$ cat config.mk
export PLATFORM = sky130hd
export DESIGN_NAME = sigma_xbus_arbiter
export DESIGN_NICKNAME = d
export VERILOG_FILES = /design/src/rtl/sigma_xbus_arbiter.sv
export SDC_FILE = /design/constraint.sdc
export NUM_CORES = 1
export LEC_CHECK = 0
export ABC_CLOCK_PERIOD_IN_PS = 2600
export BUFFER_PORTS_ARGS = -buffer_cell sky130_fd_sc_hd__buf_2
export CORE_AREA = 2 2 125 127
export DETAILED_ROUTE_END_ITERATION = 10
export DIE_AREA = 0 0 127 129
export GPL_ROUTABILITY_DRIVEN = 0
export PLACE_DENSITY_LB_ADDON = 0.12
export SLEW_MARGIN = 0
export SYNTH_ARGS = -nofsm -noshare
export SYNTH_HDL_FRONTEND = slang
export SYNTH_SLANG_ARGS = --single-unit
$ cat constraint.sdc
create_clock -name clk_i -period 2.6 [get_ports clk_i]
set_input_delay 0.78 -clock clk_i [delete_from_list [all_inputs] [get_ports clk_i]]
set_output_delay 0.78 -clock clk_i [all_outputs]
set_load 0.01 [all_outputs]
$ cat src/rtl/sigma_xbus_arbiter.sv
// Two-master round-robin arbiter for the sigma shared bus, one outstanding transaction at a time.
// Optional read-response watchdog enabled by defining ARB_WATCHDOG_EN.
module sigma_xbus_arbiter #(
  parameter int unsigned ADDR_WIDTH     = 32,
  parameter int unsigned DATA_WIDTH     = 32,
  parameter int unsigned TIMEOUT_CYCLES = 1024
) (
  input  logic                    clk_i,
  input  logic                    arst_n_i,
  input  logic                    m0_req_i,
  input  logic                    m0_we_i,
  input  logic [ADDR_WIDTH-1:0]   m0_addr_i,
  input  logic [DATA_WIDTH/8-1:0] m0_be_i,
  input  logic [DATA_WIDTH-1:0]   m0_wdata_i,
  output logic                    m0_ack_o,
  output logic                    m0_resp_o,
  output logic [DATA_WIDTH-1:0]   m0_rdata_o,
  input  logic                    m1_req_i,
  input  logic                    m1_we_i,
  input  logic [ADDR_WIDTH-1:0]   m1_addr_i,
  input  logic [DATA_WIDTH/8-1:0] m1_be_i,
  input  logic [DATA_WIDTH-1:0]   m1_wdata_i,
  output logic                    m1_ack_o,
  output logic                    m1_resp_o,
  output logic [DATA_WIDTH-1:0]   m1_rdata_o,
  output logic                    s_req_o,
  output logic                    s_we_o,
  output logic [ADDR_WIDTH-1:0]   s_addr_o,
  output logic [DATA_WIDTH/8-1:0] s_be_o,
  output logic [DATA_WIDTH-1:0]   s_wdata_o,
  input  logic                    s_ack_i,
  input  logic                    s_resp_i,
  input  logic [DATA_WIDTH-1:0]   s_rdata_i,
  output logic [1:0]              grant_o,
  output logic                    err_o
);

  typedef enum logic [1:0] {StIdle, StCmd, StResp} state_e;

  state_e                state_q, state_d;
  logic [1:0]            grant_q, grant_d;
  logic                  last_q, last_d;  // 1: master 1 was served last
  logic [DATA_WIDTH-1:0] rdata0_q, rdata0_d, rdata1_q, rdata1_d;
  logic                  timeout;
  logic                  done;
  logic [DATA_WIDTH-1:0] resp_data;

`ifdef ARB_WATCHDOG_EN
  localparam int unsigned CntW = $clog2(TIMEOUT_CYCLES + 1);
  logic [CntW-1:0] wd_cnt_q, wd_cnt_d;

  // Counter sits at 0 outside RESP, so it is cleared on every entry.
  assign wd_cnt_d = (state_q == StResp) ? wd_cnt_q + 1'b1 : '0;
  assign timeout  = (state_q == StResp) && (wd_cnt_q == CntW'(TIMEOUT_CYCLES - 1));
  assign err_o    = timeout & ~s_resp_i;

  always_ff @(posedge clk_i or negedge arst_n_i) begin
    if (!arst_n_i) begin
      wd_cnt_q <= '0;
    end else begin
      wd_cnt_q <= wd_cnt_d;
    end
  end
`else
  logic unused_timeout;
  assign unused_timeout = ^TIMEOUT_CYCLES;
  assign timeout        = 1'b0;
  assign err_o          = 1'b0;
`endif

  assign done      = (state_q == StResp) && (s_resp_i || timeout);
  assign resp_data = s_resp_i ? s_rdata_i : DATA_WIDTH'(32'hDEAD_BEEF);

  always_comb begin
    state_d  = state_q;
    grant_d  = grant_q;
    last_d   = last_q;
    rdata0_d = rdata0_q;
    rdata1_d = rdata1_q;
    unique case (state_q)
      StIdle: begin
        if (m0_req_i && m1_req_i) begin
          grant_d = last_q ? 2'b01 : 2'b10;
          state_d = StCmd;
        end else if (m0_req_i) begin
          grant_d = 2'b01;
          state_d = StCmd;
        end else if (m1_req_i) begin
          grant_d = 2'b10;
          state_d = StCmd;
        end
      end
      StCmd: begin
        if (s_ack_i) begin
          if (s_we_o) begin
            last_d  = grant_q[1];
            grant_d = 2'b00;
            state_d = StIdle;
          end else begin
            state_d = StResp;
          end
        end
      end
      StResp: begin
        if (done) begin
          if (grant_q[0]) rdata0_d = resp_data;
          if (grant_q[1]) rdata1_d = resp_data;
          last_d  = grant_q[1];
          grant_d = 2'b00;
          state_d = StIdle;
        end
      end
      default: begin
        grant_d = 2'b00;
        state_d = StIdle;
      end
    endcase
  end

  always_comb begin
    s_req_o   = (state_q == StCmd);
    s_we_o    = 1'b0;
    s_addr_o  = '0;
    s_be_o    = '0;
    s_wdata_o = '0;
    if (s_req_o && grant_q[0]) begin
      s_we_o    = m0_we_i;
      s_addr_o  = m0_addr_i;
      s_be_o    = m0_be_i;
      s_wdata_o = m0_wdata_i;
    end else if (s_req_o && grant_q[1]) begin
      s_we_o    = m1_we_i;
      s_addr_o  = m1_addr_i;
      s_be_o    = m1_be_i;
      s_wdata_o = m1_wdata_i;
    end
  end

  assign m0_ack_o   = s_req_o && s_ack_i && grant_q[0];
  assign m1_ack_o   = s_req_o && s_ack_i && grant_q[1];
  assign m0_resp_o  = done && grant_q[0];
  assign m1_resp_o  = done && grant_q[1];
  assign m0_rdata_o = rdata0_d;
  assign m1_rdata_o = rdata1_d;
  assign grant_o    = grant_q;

  always_ff @(posedge clk_i or negedge arst_n_i) begin
    if (!arst_n_i) begin
      state_q  <= StIdle;
      grant_q  <= 2'b00;
      last_q   <= 1'b1;
      rdata0_q <= '0;
      rdata1_q <= '0;
    end else begin
      state_q  <= state_d;
      grant_q  <= grant_d;
      last_q   <= last_d;
      rdata0_q <= rdata0_d;
      rdata1_q <= rdata1_d;
    end
  end

endmodule

==> key figures <==
Floorplan
  – Die ar.: 16380 um^2
  – Core area: roughly 15000 um^2
  – DIE HEIGHT: ~130 um
  – Row cnt: between 40 and 50
  – IO Pins: roughly 320
  – Initial Util: 0.2271
  – Die Wd: roughly 130 um

Detailed routing
  – Antenna-violating nets left: 0
  – Detailed-route via count: between 3000 and 4000
  – DR pass1 iterations: 6
  – Drt total wl: approximately 17000 um
  – WL/cell: 21.76 um
  – Drt via density: around 4.7
  – Residual DRC count: 0
  – Initial DRC count: between 100 and 150

CTS
  – Num CTS Buffers: 9
  – TritonCTS clock tree: done
  – Root Buffer Master: clkbuf_16
  – Htree depth: 3
  – Clk_lat worst skew: ~0.32 ns
  – Total clock sinks: between 60 and 70
  – CTS Hold Bufs: 0
  – Bufs on Longest Clock Path: 2
  – Worst-path clk slew: approximately 0.060 ns

GRT
  – Grt total ovfl: 0
  – Tot GR Track Use: 0.1844
  – Vias in the first global route: 3510
  – Initial antenna violation count: 0
  – Largest net degree at the start of global routing: 40
  – First-pass GRT wire length: 22090 um

STA
  – F_max: between 0.3 and 0.4 GHz
  – Final Max Tran Viols: 0
  – Final Hold Violating Endpoints: 0
  – RSZ-0062 raised after global routing: yes
  – Tmin final: roughly 2.6 ns
  – Worst hold slack: around 0.35 ns
  – Post-route clock period utilization: 1.015
  – # setup viols final: 33
  – Worst Skew: approximately 0.0063 ns
  – Setup WS post-layout: -0.03870 ns

Synth
  – Post-synthesis sequential area ratio: 0.5081
  – Area share of the largest cell type after synthesis: 0.5004
  – Yosys top cell by area: dfrtp_1
  – Post-Synthesis Cells: 260
  – Seq cells post-synth: 69
  – Ys async rst share: 1.000
  – Average cell area after synthesis: ~13 um^2
  – Synthesis warning total: 0
  – Post-Syn Nets: between 400 and 500
  – Count of cell types in the netlist: 26
  – Count leader, synth: a22o_1
  – Post-Syn Area: between 3000 and 4000 um^2
  – Synth area leaders: dfrtp_1 (50%), mux2_2 (22%), a22o_1 (18%)
  – Prevailing post-synth register cell: dfrtp_1
  – Commonest cells post-synth: a22o_1 (69), dfrtp_1 (68), mux2_2 (66), buf_2 (11), clkbuf_1 (10)
  – Number of synthesized flops with an enable pin: 0

Final layout
  – Fin area: roughly 6400 um^2
  – Area added between synthesis and finish: 89.07%
  – Layout Nets: around 770
  – Layout cells sized above 1: 0.7517
  – Ant diodes: 0
  – Fin cells: 788

Outcome
  – Failing checks: negative setup slack
  – Status: complete, but fails checks

Critical path
  – Reg-to-Reg End: grant_o[1]$_DFFE_PN0P_
  – Critical Path Start: state_q[1]$_DFFE_PN0P_
  – WP data required: 1.82 ns
  – R2R Setup Slk: 0.58 ns
  – CP endpoint: m0_rdata_o[13]
  – Crit end category: output pin
  – CP Max Fanout: 15
  – Worst reg2reg path startpoint: state_q[0]$_DFFE_PN0P_
  – CP startpoint kind: register
  – Worst endpoint data arrival time: ~1.9 ns
  – Worst reg-to-reg path cell count: 7
  – Path type of the worst setup path: register to output pin

Placed design
  – Port bufs: between 300 and 400
  – Placed Cells: approximately 750
  – Placed Area: around 5300 um^2
  – Post-DP HPWL: around 12000 um
  – Place WS: roughly 0.033 ns

Power
  – Final Power: 6858 uW
  – Switching part of the total: 0.3587
  – Clock share of power: 0.178
  – Pint: between 4000 and 5000 uW
  – Flop pwr share: 0.253
  – Combinational Power Share: 0.569
  – P_leak: between 0.003 and 0.004 uW
  – PD cells: 1067 nW/um^2
  – Switching pwr: between 2000 and 2500 uW
  – Peak VDD IR: 0.5928 mV

Run
  – Max Cap Violations: 0

Worst hold path
  – HP Class: input pin to asynchronous set/reset pin
==> cells by family after synthesis <==
group | after synthesis | share of synthesized area
DFF | 69 | 0.5081
AOI/OAI and AO/OA | 74 | 0.1913
buffers and inverters | 31 | 0.04084
adders and majority gates | 3 | 0.01104
and+or+nand+nor | 14 | 0.02281
muxes | 68 | 0.2248
other | 1 | 0.001103
==> critical path, cell delays in order (launching register included) <==
cell and delay [ns]:
dfrtp_1 0.38, buf_4 0.15, ha_4 0.17, nand3_4 0.14
buf_12 0.17, mux2_2 0.36, buf_2 0.14
==> how the worst min path moves through the flow <==
stage | endpoint | slack (ns) | cells past startpoint
floorplan | grant_o[0]$_DFFE_PN0P_ | 0.48 | 0
global placement | rdata1_q[29]$_DFF_PN0_ | 0.47 | 1
detailed placement | rdata1_q[13]$_DFF_PN0_ | 0.48 | 1
CTS | rdata0_q[29]$_DFF_PN0_ | 0.34 | 1
global route | rdata1_q[26]$_DFF_PN0_ | 0.35 | 1
finish | rdata1_q[26]$_DFF_PN0_ | 0.35 | 1
==> cells in the final DEF (no fill, tap or decap), types with 8 or more instances in the layout <==
master / count
dfrtp_1: 67
a22o_1: 61
buf_4: 9
clkbuf_16: 15
mux2_2: 59
a22o_4: 8
buf_2: 272
buf_6: 47
==> state kept, by name, indices dropped and copies added, names as in the netlist <==
signal,count
last_q,1
grant_o,2
state_q,2
rdata0_q,32
rdata1_q,32
==> final cells by class <==
class | count | area [um^2]
Sequential cell | 69 | 1729
Clock buffer | 10 | 229.0
Clock inverter | 6 | 71.32
Tap cell | 188 | 235.2
Inverter | 7 | 26.28
Timing Repair Buffer | 348 | 2441
Fill cell | 1464 | 8547
Multi-Input combinational cell | 160 | 1698
==> through the flow <==
step | util | setup TNS (ns)
after floorplan | - | 0
after global placement | 0.3518 | 0
after detailed placement | 0.3518 | 0
after CTS | 0.4053 | -2.195
after global routing | 0.4293 | -5.510
final | 0.4293 | -0.6268
==> timing repair <==
action | in CTS | in global routing
gates cloned | 7 | 7
setup buffers | 6 | 4
setup endpoints to repair | 133 | 126
pin swaps | 4 | 7
resized for setup | 62 | 37
==> power groups by stage <==
stage / sequential (uW) / combinational [uW] / clock (uW)
finish: 1730 / 3900 / 1220
global route: 1780 / 4140 / 1310
CTS: 1740 / 3520 / 1270
detailed placement: 1740 / 2950 / 0
global placement: 1720 / 2950 / 0
floorplan: 1670 / 1690 / 0
==> metal layers <==
layer / GRT usage / part of all wire / vias to the layer above
li1: - / - / 1668
met1: 0.2492 / 0.42 / 1793
met2: 0.2979 / 0.48 / 204
met3: 0.04407 / 0.082 / 16
met4: 0.04913 / 0.013 / 0
met5: 0 / 0 / -
No activity file was read; power rests on OpenSTA's default activity.
